**src/rtl/store_pkg.sv**
```systemverilog
// rtl/store_pkg.sv - shared types and byte-lane helpers for the store buffer
//   mem_size_t    : access size, encoded like funct3[1:0] (SB=00, SH=01, SW=10)
//   store_entry_t : one buffered store (valid, committed, addr, data, size, tag)
//   size_mask     : byte-enable mask for a size at a given addr[1:0]
//   lane_data     : low-aligned data replicated into every candidate byte lane
//   size_misaligned : true when an access is not naturally aligned
package store_pkg;

    typedef enum logic [1:0] {
        SB = 2'b00,
        SH = 2'b01,
        SW = 2'b10
    } mem_size_t;

    // Tags are trace-only; the entry carries a fixed-width field and narrower
    // ROB tags are zero-extended into it.
    localparam int MAX_TAG_W = 8;

    typedef struct packed {
        logic                 valid;
        logic                 committed;
        logic [31:0]          addr;
        logic [31:0]          data;
        mem_size_t            size;
        logic [MAX_TAG_W-1:0] tag;
    } store_entry_t;

    function automatic logic [3:0] size_mask(input mem_size_t size, input logic [1:0] addr_lo);
        case (size)
            SB:      size_mask = 4'b0001 << addr_lo;
            SH:      size_mask = addr_lo[1] ? 4'b1100 : 4'b0011;
            SW:      size_mask = 4'b1111;
            default: size_mask = 4'b0000;
        endcase
    endfunction

    // Replication puts the low bytes in every lane the strobe could select,
    // so no shifter is needed.
    function automatic logic [31:0] lane_data(input mem_size_t size, input logic [31:0] data);
        case (size)
            SB:      lane_data = {4{data[7:0]}};
            SH:      lane_data = {2{data[15:0]}};
            default: lane_data = data;
        endcase
    endfunction

    // The unused encoding 11 is treated as misaligned so it is never stored.
    function automatic logic size_misaligned(input mem_size_t size, input logic [1:0] addr_lo);
        case (size)
            SB:      size_misaligned = 1'b0;
            SH:      size_misaligned = addr_lo[0];
            SW:      size_misaligned = |addr_lo;
            default: size_misaligned = 1'b1;
        endcase
    endfunction

endpackage

```
**src/rtl/store_lane_align.sv**
```systemverilog
// rtl/store_lane_align.sv - converts a low-aligned store into memory byte lanes
//   size    : access size (mem_size_t encoding)
//   addr_lo : byte address bits [1:0]
//   data    : low-aligned store data
//   wstrb   : byte enables
//   wdata   : lane-aligned write data
module store_lane_align
    import store_pkg::*;
(
    input  logic [1:0]  size,
    input  logic [1:0]  addr_lo,
    input  logic [31:0] data,
    output logic [3:0]  wstrb,
    output logic [31:0] wdata
);

    assign wstrb = size_mask(mem_size_t'(size), addr_lo);
    assign wdata = lane_data(mem_size_t'(size), data);

endmodule

```
**src/rtl/store_buffer.sv**
```systemverilog
// rtl/store_buffer.sv - in-order store buffer with commit, drain, flush and load forwarding
//   clk_in, rst_in                     : clock, synchronous active-high reset
//   enq_*                              : executed store in (valid/ready handshake)
//   commit_in, flush_in                : ROB commit of oldest uncommitted store, squash
//   ld_addr_in, ld_size_in, fwd_*      : same-cycle load forwarding query
//   mem_*                              : committed store drain to data memory
//   misalign_out                       : one-cycle pulse on a rejected misaligned store
//   empty_out                          : no entries held
module store_buffer
    import store_pkg::*;
#(
    parameter int DEPTH = 4,
    parameter int TAG_W = 4
) (
    input  logic             clk_in,
    input  logic             rst_in,
    input  logic             enq_valid_in,
    output logic             enq_ready_out,
    input  logic [31:0]      enq_addr_in,
    input  logic [31:0]      enq_data_in,
    input  logic [1:0]       enq_size_in,
    input  logic [TAG_W-1:0] enq_tag_in,
    input  logic             commit_in,
    input  logic             flush_in,
    input  logic [31:0]      ld_addr_in,
    input  logic [1:0]       ld_size_in,
    output logic             fwd_hit_out,
    output logic [31:0]      fwd_data_out,
    output logic             fwd_stall_out,
    output logic             mem_we_out,
    input  logic             mem_ready_in,
    output logic [29:0]      mem_addr_out,
    output logic [31:0]      mem_wdata_out,
    output logic [3:0]       mem_wstrb_out,
    output logic             misalign_out,
    output logic             empty_out
);

    localparam int PTR_W = $clog2(DEPTH);
    localparam int CNT_W = PTR_W + 1;
    localparam logic [CNT_W-1:0] FULL_COUNT = CNT_W'(DEPTH);
    localparam logic [CNT_W-1:0] CNT_ONE    = CNT_W'(1);
    localparam logic [PTR_W-1:0] PTR_ONE    = PTR_W'(1);

    store_entry_t entries [DEPTH];

    logic [PTR_W-1:0] head;
    logic [PTR_W-1:0] cptr;
    logic [PTR_W-1:0] tail;
    logic [PTR_W-1:0] cptr_next;
    // count: all held entries; ccount: committed entries not yet drained.
    logic [CNT_W-1:0] count;
    logic [CNT_W-1:0] ccount;
    logic [CNT_W-1:0] count_next;
    logic [CNT_W-1:0] ccount_next;
    logic             misalign_q;

    logic enq_try;
    logic enq_bad;
    logic push;
    logic pop;
    logic com;

    // Readiness is from registered count only; a same-cycle drain does not help.
    assign enq_ready_out = (count != FULL_COUNT);
    assign empty_out     = (count == '0);
    assign misalign_out  = misalign_q;

    assign enq_bad = size_misaligned(mem_size_t'(enq_size_in), enq_addr_in[1:0]);
    assign enq_try = enq_valid_in && enq_ready_out && !flush_in;
    assign push    = enq_try && !enq_bad;
    assign mem_we_out = entries[head].valid && entries[head].committed;
    assign pop     = mem_we_out && mem_ready_in;
    // Only registered-valid entries can commit, so a same-cycle enqueue is excluded.
    assign com     = commit_in && entries[cptr].valid && !entries[cptr].committed;
    assign cptr_next = com ? cptr + PTR_ONE : cptr;

    always_comb begin
        ccount_next = ccount;
        if (com && !pop) begin
            ccount_next = ccount + CNT_ONE;
        end else if (!com && pop) begin
            ccount_next = ccount - CNT_ONE;
        end
        // After a flush only committed entries remain.
        if (flush_in) begin
            count_next = ccount_next;
        end else if (push && !pop) begin
            count_next = count + CNT_ONE;
        end else if (!push && pop) begin
            count_next = count - CNT_ONE;
        end else begin
            count_next = count;
        end
    end

    always_ff @(posedge clk_in) begin
        if (rst_in) begin
            head       <= '0;
            cptr       <= '0;
            tail       <= '0;
            count      <= '0;
            ccount     <= '0;
            misalign_q <= 1'b0;
            for (int i = 0; i < DEPTH; i++) begin
                entries[i].valid     <= 1'b0;
                entries[i].committed <= 1'b0;
            end
        end else begin
            misalign_q <= enq_try && enq_bad;
            count      <= count_next;
            ccount     <= ccount_next;
            cptr       <= cptr_next;
            if (pop) begin
                entries[head].valid     <= 1'b0;
                entries[head].committed <= 1'b0;
                head                    <= head + PTR_ONE;
            end
            if (com) begin
                entries[cptr].committed <= 1'b1;
            end
            if (flush_in) begin
                tail <= cptr_next;
                for (int i = 0; i < DEPTH; i++) begin
                    // The entry committed this same cycle survives the flush.
                    if (entries[i].valid && !entries[i].committed &&
                        !(com && (PTR_W'(i) == cptr))) begin
                        entries[i].valid <= 1'b0;
                    end
                end
            end else if (push) begin
                entries[tail] <= '{valid:     1'b1,
                                   committed: 1'b0,
                                   addr:      enq_addr_in,
                                   data:      enq_data_in,
                                   size:      mem_size_t'(enq_size_in),
                                   tag:       MAX_TAG_W'(enq_tag_in)};
                tail <= tail + PTR_ONE;
            end
        end
    end

    store_lane_align u_drain_align (
        .size    (entries[head].size),
        .addr_lo (entries[head].addr[1:0]),
        .data    (entries[head].data),
        .wstrb   (mem_wstrb_out),
        .wdata   (mem_wdata_out)
    );
    assign mem_addr_out = entries[head].addr[31:2];

    // Forwarding: walk oldest to youngest so younger bytes overwrite older ones.
    logic [PTR_W-1:0] fwd_idx;
    logic [3:0]       fwd_smask;
    logic [31:0]      fwd_sdata;
    logic [3:0]       fwd_cov;
    logic [31:0]      fwd_merged;
    logic [3:0]       ld_mask;
    logic [3:0]       ld_covered;
    logic [31:0]      ld_byte_mask;

    always_comb begin
        fwd_idx    = '0;
        fwd_smask  = '0;
        fwd_sdata  = '0;
        fwd_cov    = '0;
        fwd_merged = '0;
        for (int i = 0; i < DEPTH; i++) begin
            fwd_idx = head + PTR_W'(i);
            if (entries[fwd_idx].valid &&
                entries[fwd_idx].addr[31:2] == ld_addr_in[31:2]) begin
                fwd_smask = size_mask(entries[fwd_idx].size, entries[fwd_idx].addr[1:0]);
                fwd_sdata = lane_data(entries[fwd_idx].size, entries[fwd_idx].data);
                for (int b = 0; b < 4; b++) begin
                    if (fwd_smask[b]) begin
                        fwd_cov[b]          = 1'b1;
                        fwd_merged[8*b +: 8] = fwd_sdata[8*b +: 8];
                    end
                end
            end
        end
    end

    assign ld_mask      = size_mask(mem_size_t'(ld_size_in), ld_addr_in[1:0]);
    assign ld_covered   = fwd_cov & ld_mask;
    assign ld_byte_mask = {{8{ld_mask[3]}}, {8{ld_mask[2]}}, {8{ld_mask[1]}}, {8{ld_mask[0]}}};
    assign fwd_hit_out   = (ld_mask != 4'b0000) && (ld_covered == ld_mask);
    assign fwd_stall_out = (ld_covered != 4'b0000) && !fwd_hit_out;
    assign fwd_data_out  = fwd_hit_out ? (fwd_merged & ld_byte_mask) : 32'h0;

    // Tags are carried for trace visibility only.
    logic unused_tags;
    always_comb begin
        unused_tags = 1'b0;
        for (int i = 0; i < DEPTH; i++) begin
            unused_tags = unused_tags ^ (^entries[i].tag);
        end
    end

    always_ff @(posedge clk_in) begin
        if (!rst_in) begin
            assert (count <= FULL_COUNT);
            assert (ccount <= count);
            assert (!(pop && count == '0));
            assert (!(push && !pop && !flush_in && count == FULL_COUNT));
        end
    end

endmodule

```
**config.mk**
```make
export PLATFORM = sky130hd
export DESIGN_NAME = store_buffer
export DESIGN_NICKNAME = d
export VERILOG_FILES = /design/src/rtl/store_pkg.sv /design/src/rtl/store_lane_align.sv /design/src/rtl/store_buffer.sv
export SDC_FILE = /design/constraint.sdc
export NUM_CORES = 1
export LEC_CHECK = 0
export ABC_AREA = 1
export CORE_MARGIN = 2
export CORE_UTILIZATION = 44
export DETAILED_ROUTE_END_ITERATION = 16
export SLEW_MARGIN = 5
export SYNTH_ARGS = -nofsm -noshare
export SYNTH_HDL_FRONTEND = slang
export SYNTH_HIERARCHICAL = 1
export SYNTH_SLANG_ARGS = --single-unit
```
**constraint.sdc**
```tcl
create_clock -name clk_in -period 7.4 [get_ports clk_in]
set_clock_uncertainty 0.1 [all_clocks]
set_input_delay 2.22 -clock clk_in [delete_from_list [all_inputs] [get_ports clk_in]]
set_output_delay 2.22 -clock clk_in [all_outputs]
set_load 0.01 [all_outputs]
```
; ---- After elaboration in Yosys (flattened, before gate mapping)
; Memories as Yosys holds them, arrays and structs flattened. A register that Yosys moved wholly into a read port is not among the register bits.
; Cells that the tools add are included.
[totals]
ram_bits = 288
register_bits = 13
n_memories = 1
[op_classes]
shift = 5
muxes = 108
n_addsub = 9
n_eq_ne = 27
bitwise = 46
reduce_logical = 59
[mem_list]
columns = name, words, width, rd, rd_clocked_by_memory_dff, write_ports, line
row1 = entries, 4, 72, 9, 2, 6, store_buffer.sv:45  ; store_entry_t entries [DEPTH];
[ops]
columns = op, count
row1 = $pmux 32 s2, 4
row2 = $mux 32, 6
row3 = $mux 8, 16
row4 = $eq 30x30->1, 4
row5 = $mux 72, 1
row6 = $reduce_or 72->1, 1
row7 = $pmux 4 s3, 5
row8 = $mux 4, 13
row9 = $mux 1, 49
row10 = $and 32x32->32, 1
row11 = $logic_and 1x1->1, 30
row12 = $and 1x1->1, 20
row13 = $eq 2x2->1 const B, 10
row14 = $shl 1x2->4 const A, 5
row15 = $mux 3, 6
row16 = $logic_not 1->1, 15
row17 = $logic_not 2->1, 7
row18 = $mux 2, 7
row19 = $not 1->1, 13
row20 = $eq 2x1->1 const B, 6
row21 = $reduce_bool 4->1, 2
row22 = $add 2x1->2 const B, 3
row23 = $add 3x1->3 const B, 2
row24 = $sub 3x1->3 const B, 2
row25 = other kinds (15), 26

; ---- Logic depth before layout (Yosys ltp)
; Gate-level depths: netlist of the first run.
[logic_depth]
ltp_word = 16
mapped_depth = 29
depth_no_buf = 20

; ---- Cells and area by module
; The synthesis of the first run kept the hierarchy.
[by_module_without_submodules]
columns = mod, area_each_um2, seq_area_each_um2, cells_per_inst, n_inst
row1 = store_buffer, 21914.8, 8388.0, 3251, 1
row2 = store_lane_align, 590.6, 0.0, 103, 1

; ---- Least setup slack after synthesis of the first run
; OpenSTA, ideal clock, no wires.
[synth_timing]
path_type = flip-flop to output port
startpoint = reg head[0]
endpoint = out fwd_data_out[16]
path_slack_ps = 1080
arrival_ps = 4000
path_stages_with_launch = 27
path_cell_list = dfxtp_1 -> buf_6 -> inv_4 -> buf_6 -> buf_4 -> clkbuf_1 -> clkbuf_1 -> clkbuf_1 -> ha_1 -> buf_2 -> inv_2 -> clkbuf_1 -> nand3_1 -> nand3_1 -> nand4_1 -> nor2_1 -> nand2_1 -> nor2_4 -> nand3_4 -> nand2_1 -> nor2_1 -> nand2_1 -> nand2_1 -> nor2_4 -> nand2_4 -> buf_6 -> nor2_1
[synth_between]
elab_cells_between_ends = 60
[synth_rtl]
columns = element, line
row1 = "start, declared", store_buffer.sv:47  ; logic [PTR_W-1:0] head;
row2 = "start signal, assigned", store_buffer.sv:117  ; head <= head + PTR_ONE;
row3 = $add 2x2->2 (*), store_buffer.sv:169  ; fwd_idx = head + PTR_W'(i);
row4 = via fwd_idx[0], store_buffer.sv:153  ; logic [PTR_W-1:0] fwd_idx;
row5 = $mem_v2 4x72 (*), n/a
row6 = $eq 2x2->1 (tied with other cells), store_pkg.sv:29  ; case (size)
row7 = $pmux 4 s3, store_pkg.sv:29
row8 = $mux 4, store_buffer.sv:170  ; if (entries[fwd_idx].valid &&
row9 = $mux 1, store_buffer.sv:175  ; if (fwd_smask[b]) begin
row10 = $mux 4, store_buffer.sv:170
row11 = $and 4x4->4, store_buffer.sv:185  ; assign ld_covered = fwd_cov & ld_mask;
row12 = $eq 4x4->1, store_buffer.sv:187  ; assign fwd_hit_out = (ld_mask != 4'b0000) && (ld_covered == ld_mask);
row13 = $logic_and 1x1->1, store_buffer.sv:187
row14 = $mux 32 (*), store_buffer.sv:189  ; assign fwd_data_out = fwd_hit_out ? (fwd_merged & ld_byte_mask) : 32'h0;
row15 = "end, declared", store_buffer.sv:28  ; output logic [31:0] fwd_data_out,
; Mark *: on every way through the listed nets, which the timed path passes. The rest lies on a longest branch. The select of a mux whose other input is x is not followed.

; ---- Worst setup path after layout of the first run
[layout_timing]
startpoint = in ld_addr_in[24]
endpoint = out fwd_data_out[28]
[layout_between]
elab_chain_cells = 13
elab_cells_between_ends = 36
[layout_lines]
columns = element, line
row1 = "start, declared", store_buffer.sv:25  ; input logic [31:0] ld_addr_in,
row2 = $eq 30x30->1, store_buffer.sv:171  ; entries[fwd_idx].addr[31:2] == ld_addr_in[31:2]) begin
row3 = $logic_and 1x1->1, store_buffer.sv:170
row4 = $mux 4, store_buffer.sv:170
row5 = $mux 1, store_buffer.sv:175
row6 = $mux 4, store_buffer.sv:170
row7 = $mux 1, store_buffer.sv:175
row8 = $mux 4, store_buffer.sv:170
row9 = $mux 1, store_buffer.sv:175
row10 = $mux 4, store_buffer.sv:170
row11 = $and 4x4->4, store_buffer.sv:185
row12 = $eq 4x4->1, store_buffer.sv:187
row13 = $logic_and 1x1->1, store_buffer.sv:187
row14 = $mux 32 (*), store_buffer.sv:189
; Every way passes the cells marked *; elsewhere a longest branch is shown, timed or not.

==> results of run 1 <==
power by group through the flow:
stage | sequential (W) | combinational (W) | clock [W]
2_1_floorplan | 0.00183 | 0.000208 | 0
3_3_place_gp | 0.00183 | 0.000427 | 0
3_5_place_dp | 0.00183 | 0.000432 | 0
4_1_cts | 0.00180 | 0.000434 | 0.00188
5_1_grt | 0.00180 | 0.000479 | 0.00194
6_report | 0.00180 | 0.000442 | 0.00185
cell families (layout without fill, tap and decap cells):
kind of cell / after synthesis / count (layout)
simple gates: 1945 / 1945
compound gates: 585 / 585
mux: 8 / 8
flops: 287 / 287
xor+xnor: 9 / 9
other cells: 0 / 2
buf+inv: 505 / 726
fa+ha+maj: 15 / 15
metal layers:
| metal | global-route usage | vias to the layer above | share of wire |
|---|---|---|---|
| li1 | - | 11600 | - |
| met1 | 0.473 | 11400 | 0.43 |
| met3 | 0.0548 | 199 | 0.10 |
| met2 | 0.511 | 1378 | 0.43 |
| met5 | 0 | - | 0.00013 |
| met4 | 0.109 | 2 | 0.030 |
Yosys cell counts, types with 9 or more instances:
library cell,n
o21bai_1,10
dfxtp_1,23
nand3_2,19
o21ai_1,31
inv_1,301
a32oi_1,14
nand2_1,1236
edfxtp_1,264
o211ai_1,46
or2_2,16
a211oi_1,9
nand4_1,28
buf_6,14
a22oi_1,14
nor2_1,136
clkbuf_1,75
buf_2,49
buf_1,20
nor2_2,12
o21a_1,10
a21oi_1,143
nand3_1,466
o21ai_0,287
ha_1,14
buf_4,25
inv_2,15
final cells by class:
cell class	count	area (µm²)	share of cell area
flip-flops and latches	287	8400	0.312
clock buffers	48	977	0.0363
inverters	321	1240	0.0461
multi-input cells	2562	12100	0.448
well taps	672	841	0.0313
repair buffers	339	3120	0.116
diodes	2	5.00	0.000186
clock inverters	18	256	0.00954
repair_timing:
| action | CTS | global route |
|---|---|---|
| gates cloned | 0 | 0 |
| hold buffers | 0 | 0 |
| gates resized for setup | 48 | 73 |
| setup endpoints to repair | 34 | 34 |
| setup buffers | 0 | 0 |
| pin swaps | 3 | 7 |
sequential cells by signal, indices dropped and copies added (netlist names), named ones only:
signal        cells
cptr              2
count             3
head              2
ccount            3
tail              2
entries         272
misalign_out      1
worst register-to-register path, cell delays in order, from the launching register on:
cell      delay [ps]
dfxtp_2          660
clkinv_2         280
buf_4            300
nand3_1          120
nand2_1          100
nand2_1          150
nor2_1           130
inv_1            300
nand2_1          190
fa_1             410
xnor2_1          190
xor2_1           150
nor2_1            50
o31ai_1          270
inv_1             60
metrics by stage:
step,std cells,utilization
after global routing,4248,0.534
after global placement,4181,0.509
after floorplan,3354,-
final,4249,0.534
after detailed placement,4181,0.509
after CTS,4247,0.534
worst paths after layout:
check                                         to  slack (ps)  cells past startpoint
worst max-delay path            fwd_data_out[28]         120                     19
worst min-delay path              entries[3][70]         410                      2
worst max register to register          count[2]        3830                     14
worst min register to register    entries[3][70]         410                      2
==> out/results.ini, run 1 <==
[worst_setup_path]
critPathMostFrequentCell=nand2_1
critical-path-top-delay-family=buffers and inverters
crit_chain=clkdlybuf4s50_1 > inv_1 > buf_4 > nand2_1 > nand2_1 > nand3_1 > nor2_1 > nand2_1 > nor2_4 > nand3_2 > buf_6 > inv_1 > buf_4 > nand2_1 > nand2_1 > inv_1 > a21oi_1 > nor2_1 > dlygate4sd2_1
cp_num_buf_inv=8
cpPeakStageDelay_ps=480
arrival_ps=4960
worstSetupPathType=in2out
path_max_fanout=9
cp-startpoint=ld_addr_in[24]
cp-end-kind=output port
cp-start-kind=input port
crit_slowest_cell=clkdlybuf4s50_1
cp.required_ps=5080

[synthesis]
synthArstFlopShare=0
synth_seq_cells=287
synth.avg_cell_area_um2=6.71
synth_top_family_by_area=simple AND/OR/NAND/NOR gates
synth_compound_area_frac=0.145
synthAdderAreaFrac=0.00867
muxShareOfSynthArea=0.00361
ys_types=55
synth_top_area_share=0.352
synth_fp_nets=3479
yosys.area.top_type=edfxtp_1
yosys-top-cells-area=edfxtp_1 35%, nand2_1 21%, nand3_1 10%, o21ai_0 6.4%, inv_1 5.0%
yosys.area_share.simple=0.369
synth_edf_count=264
synth-xor-area-share=0.00350
netlist_area_um2=22500
seq_area_frac_synth=0.373
yosysWarningCount=6
synth-main-ff-cell=edfxtp_1
synth_cells=3354

[pwr]
p_leak_nw=11.8
total_power_w=0.00409
seqPwrFrac=0.440
p_switching_w=0.00101
clkPwrFrac=0.452
p_int_w=0.00308
swShare=0.248
pwr-share-comb=0.108
ir_worst_vdd_uv=195
pwr_density_cell_nw_per_um2=152

[timing]
relSlewSlack=0.312
setup_viol=0
fmax_ghz=0.137
whs_ps=406
finalHoldViolCount=0
period_needed_ps=7280
fin_crit_sh=0.984
fin_ws_ps=115
final.setup.tns_ps=0
slew_violations=0
tightest_slew_ps=1030

[clock_tree]
htree_levels=2
clkTransAtPathRegs_ps=50
numCtsBuffers=36
clock-sinks=287
max-clock-path-buffers=3
clk_latency_ps=580
tritoncts=done
cts-root-buf=clkbuf_16

[floorplan]
rows=82
die_height_um=230
start_util=0.447
core-area_um2=50400
ioPinCount=214
die_w_um=230
die-area_um2=53000

[route]
vias_per_cell=5.77
antenna_left=0
via_count=24500
wl_um=90100
drtIter0Drc=2678
firstDrtPassIters=6
wire_per_inst_um=21.2
drc=0

[finish]
final_cell_area_um2=26900
mostFrequentLayoutCell=nand2_1
fillers=4999
syn_to_final_growth_pct=19.5
layout_common_cells=1233 x nand2_1, 456 x nand3_1, 290 x inv_1, 287 x o21ai_0, 264 x edfxtp_1
fin_nets=3672
drive_gt1_frac=0.0906

[global_route]
grt_pass1_wl_um=134000
track_usage=0.332
grt_max_degree=229
antenna_found_initial=2
grt-ovfl-total=0
grt_pass1_vias=22500

[placed_design]
io_buffers=209
placed_area_um2=25600
pre_cts_ws_ps=-318
gp_congestion=0.970
dpl.hpwl_um=62500

[run_status]
status=completed

[hold_path]
hold_path.class=reg2reg
hp-start=entries[3][70]

[flow_run]
maxCapViolCount=0

(Power assumes the default switching activity.)
==> run 2, diff against run 1 <==
--- a/config.mk
+++ b/config.mk
@@ -12,5 +12,4 @@
 export SLEW_MARGIN = 5
 export SYNTH_ARGS = -nofsm -noshare
 export SYNTH_HDL_FRONTEND = slang
-export SYNTH_HIERARCHICAL = 1
 export SYNTH_SLANG_ARGS = --single-unit
==> run 2 against run 1 <==
Fmax up 0.10%. Hold slack got worse by 33 ps. Cell count grew 11%. Critical path depth down 1. Cell area rose by 5.7%. Setup slack better by 7.5 ps. Clock power is essentially flat. Critical path type unchanged. Critical endpoint is now fwd_data_out[25].
==> out/results.ini, run 2 <==
[run_status]
status=completed

[finish]
layout_common_cells=1295 x nand2_1, 455 x nand3_1, 436 x inv_1, 404 x nor2_1, 303 x o21ai_0
largest-register=entries
largest_reg_flops=272  ; unchanged
fin_nets=4130  ; +12%
syn_to_final_growth_pct=18.8
fin_cells=4729  ; +11%
largestRegisters=entries x272, ccount x3, count x3
utilization=0.528  ; -0.00562
mostFrequentLayoutCell=nand2_1
final_cell_area_um2=28400  ; +5.7%
drive_gt1_frac=0.0784  ; -0.0122

[timing]
relSlewSlack=0.0431  ; -0.269
slew_violations=0  ; unchanged
fin_crit_sh=0.983  ; -0.00101
rsz0062_at_grt=false
finalHoldViolCount=0  ; unchanged
whs_ps=373  ; -32.9 ps
period_needed_ps=7280  ; -7.45 ps
fmax_ghz=0.137  ; +0.10%
tightest_slew_ps=1420  ; +389 ps
setup_viol=0  ; unchanged

[synthesis]
yosys-top-cells-area=edfxtp_1 33%, nand2_1 21%, nand3_1 9.6%, inv_1 6.9%, nor2_1 6.5%
synthArstFlopShare=0  ; unchanged
yosysWarningCount=0  ; -6
synth_fp_nets=3940  ; +13%
yosys.area.top_type=edfxtp_1
synth_cells=3815  ; +14%
synth.most_common_cell=nand2_1
synth-main-ff-cell=edfxtp_1
synth_seq_cells=287  ; unchanged
seq_area_frac_synth=0.351  ; -0.0219
synth.avg_cell_area_um2=6.27  ; -6.6%
synth_commonest_cells=1308 x nand2_1, 461 x nand3_1, 442 x inv_1
netlist_area_um2=23900  ; +6.2%
synth_top_area_share=0.332  ; -0.0207
ys_types=51  ; -7.3%
synth_edf_count=264  ; unchanged

[placed_design]
gp_congestion=1.04  ; +7.1%
dpl.hpwl_um=66900  ; +6.9%
io_buffers=209  ; unchanged
dp_cells=4661  ; +11%
placed_area_um2=27200  ; +6.0%

[clock_tree]
clk_latency_ps=560  ; -20 ps
max-clock-path-buffers=3  ; unchanged
htree_levels=2  ; unchanged
tritoncts=done
clock-sinks=287  ; unchanged
numCtsBuffers=38  ; +5.6%
clkTransAtPathRegs_ps=50  ; about the same
cts-root-buf=clkbuf_16
hold_buffers=0  ; unchanged
cts_setup_buffers=0  ; unchanged

[floorplan]
ioPinCount=214  ; unchanged
start_util=0.444  ; -0.00246
core-area_um2=53800  ; +6.8%
die-area_um2=56200  ; +6.1%
die_height_um=237  ; +3.0%
rows=85  ; +3.7%
die_w_um=237  ; +3.0%

[worst_setup_path]
crit_chain=clkdlybuf4s50_1 > inv_1 > nand3_1 > nand2_1 > inv_1 > nand2_1 > nor2_1 > nand2_1 > nor2_4 > nand3_1 > buf_4 > o21ai_0 > inv_1 > nand2_1 > nand2_1 > nand2_1 > nor2_2 > dlygate4sd2_1
worstSetupPathType=in2out
cp.required_ps=5080  ; about the same
critPathMostFrequentCell=nand2_1
r2r_setup_slack_ps=4170  ; +340 ps
cpPeakStageDelay_ps=570  ; +90 ps
cp-start-kind=input port
cp-end-kind=output port
arrival_ps=4960  ; about the same
path_max_fanout=15  ; +6
crit_slowest_cell=clkdlybuf4s50_1

[hold_path]
hold_path.class=reg2reg

[route]
drtIter0Drc=3117  ; +16%
drc=0  ; unchanged
wl_um=97300  ; +8.0%
via_count=26000  ; +6.1%
vias_per_cell=5.50  ; -4.7%
wire_per_inst_um=20.6  ; -2.9%
antenna_left=0  ; unchanged
firstDrtPassIters=6  ; unchanged

[global_route]
grt_pass1_vias=23300  ; +3.8%
grt-ovfl-total=0  ; unchanged
track_usage=0.343  ; +0.0111
antenna_found_initial=3  ; +1
grt_pass1_wl_um=145000  ; +8.0%
grt_max_degree=139  ; -39%

[pwr]
pwr_density_cell_nw_per_um2=142  ; -6.5%
p_leak_nw=13.7  ; +16%
ir_worst_vdd_uv=139  ; -29%

[flow_run]
maxCapViolCount=0  ; unchanged

-- run 2: changes by cell type in the layout (fill, tap and decap cells not counted), sizes merged, moves of 12 or more --
cell,delta
nand3,-22
inv,+136
nand2,+74
o211ai,-16
nor3,+12
clkbuf,-13
clkdlybuf4s15,+17
nand4,-23
nor2,+296
-- run 2: per-stage QoR --
stage | total power, W | setup TNS, ps | setup WS, ps
after floorplan | 0.00202 | 0 | 1270
after global placement | 0.00224 | -8250 | -293
after detailed placement | 0.00224 | -8950 | -288
after CTS | 0.00405 | 0 | 22.6
after global routing | 0.00416 | 0 | 4.55
final | 0.00404 | 0 | 123
-- run 2: logic make-up after synthesis --
kind of cell / count (synthesis) / synth area share
mux: 5 / 0.00209
simple gates: 2291 / 0.397
compound gates: 553 / 0.128
fa+ha+maj: 15 / 0.00816
buf+inv: 657 / 0.111
xor+xnor: 7 / 0.00256
flops: 287 / 0.351
-- run 2: report_power, final --
part,switching [W],internal [W],leakage [nW]
logic,0.000272,0.000170,10.8
clock network,0.000747,0.00108,0.578
registers,0.0000114,0.00176,2.31
-- run 2: worst max-delay path: cells and delay by family --
kind                   cells  cell delay, ps
and+or+nand+nor           11            1280
AOI/OAI and AO/OA          1             170
buffers and inverters      6            1300
-- run 2: worst paths after layout --
check / startpoint / end / depth (start not counted)
setup / recovery: ld_addr_in[21] / fwd_data_out[25] / 18
hold / removal: entries[0][70] / entries[0][70] / 2
setup reg to reg: count[0] / entries[0][5] / 9
hold reg to reg: entries[0][70] / entries[0][70] / 2
-- run 2: layout make-up --
class | instances | area [µm²]
Antenna cell | 2 | 5.00
Clock buffer | 51 | 1030
Clock inverter | 15 | 151
Fill cell | 5444 | 25400
Inverter | 457 | 1730
Multi-Input combinational cell | 2871 | 13000
Sequential cell | 287 | 8400
Tap cell | 696 | 871
Timing Repair Buffer | 350 | 3240
-- run 2: layer usage --
metal	track usage	vias up	wire, µm
met5	0	-	13
met4	0.0936	2	2460
met3	0.100	157	12400
met2	0.487	1330	39500
met1	0.504	11800	43000
li1	-	12700	-
-- run 2: repair_timing --
action / 4_1_cts / 5_1_grt
pin swaps: 2 / 4
resized for setup: 51 / 55
endpoints found under the setup margin: 34 / 34
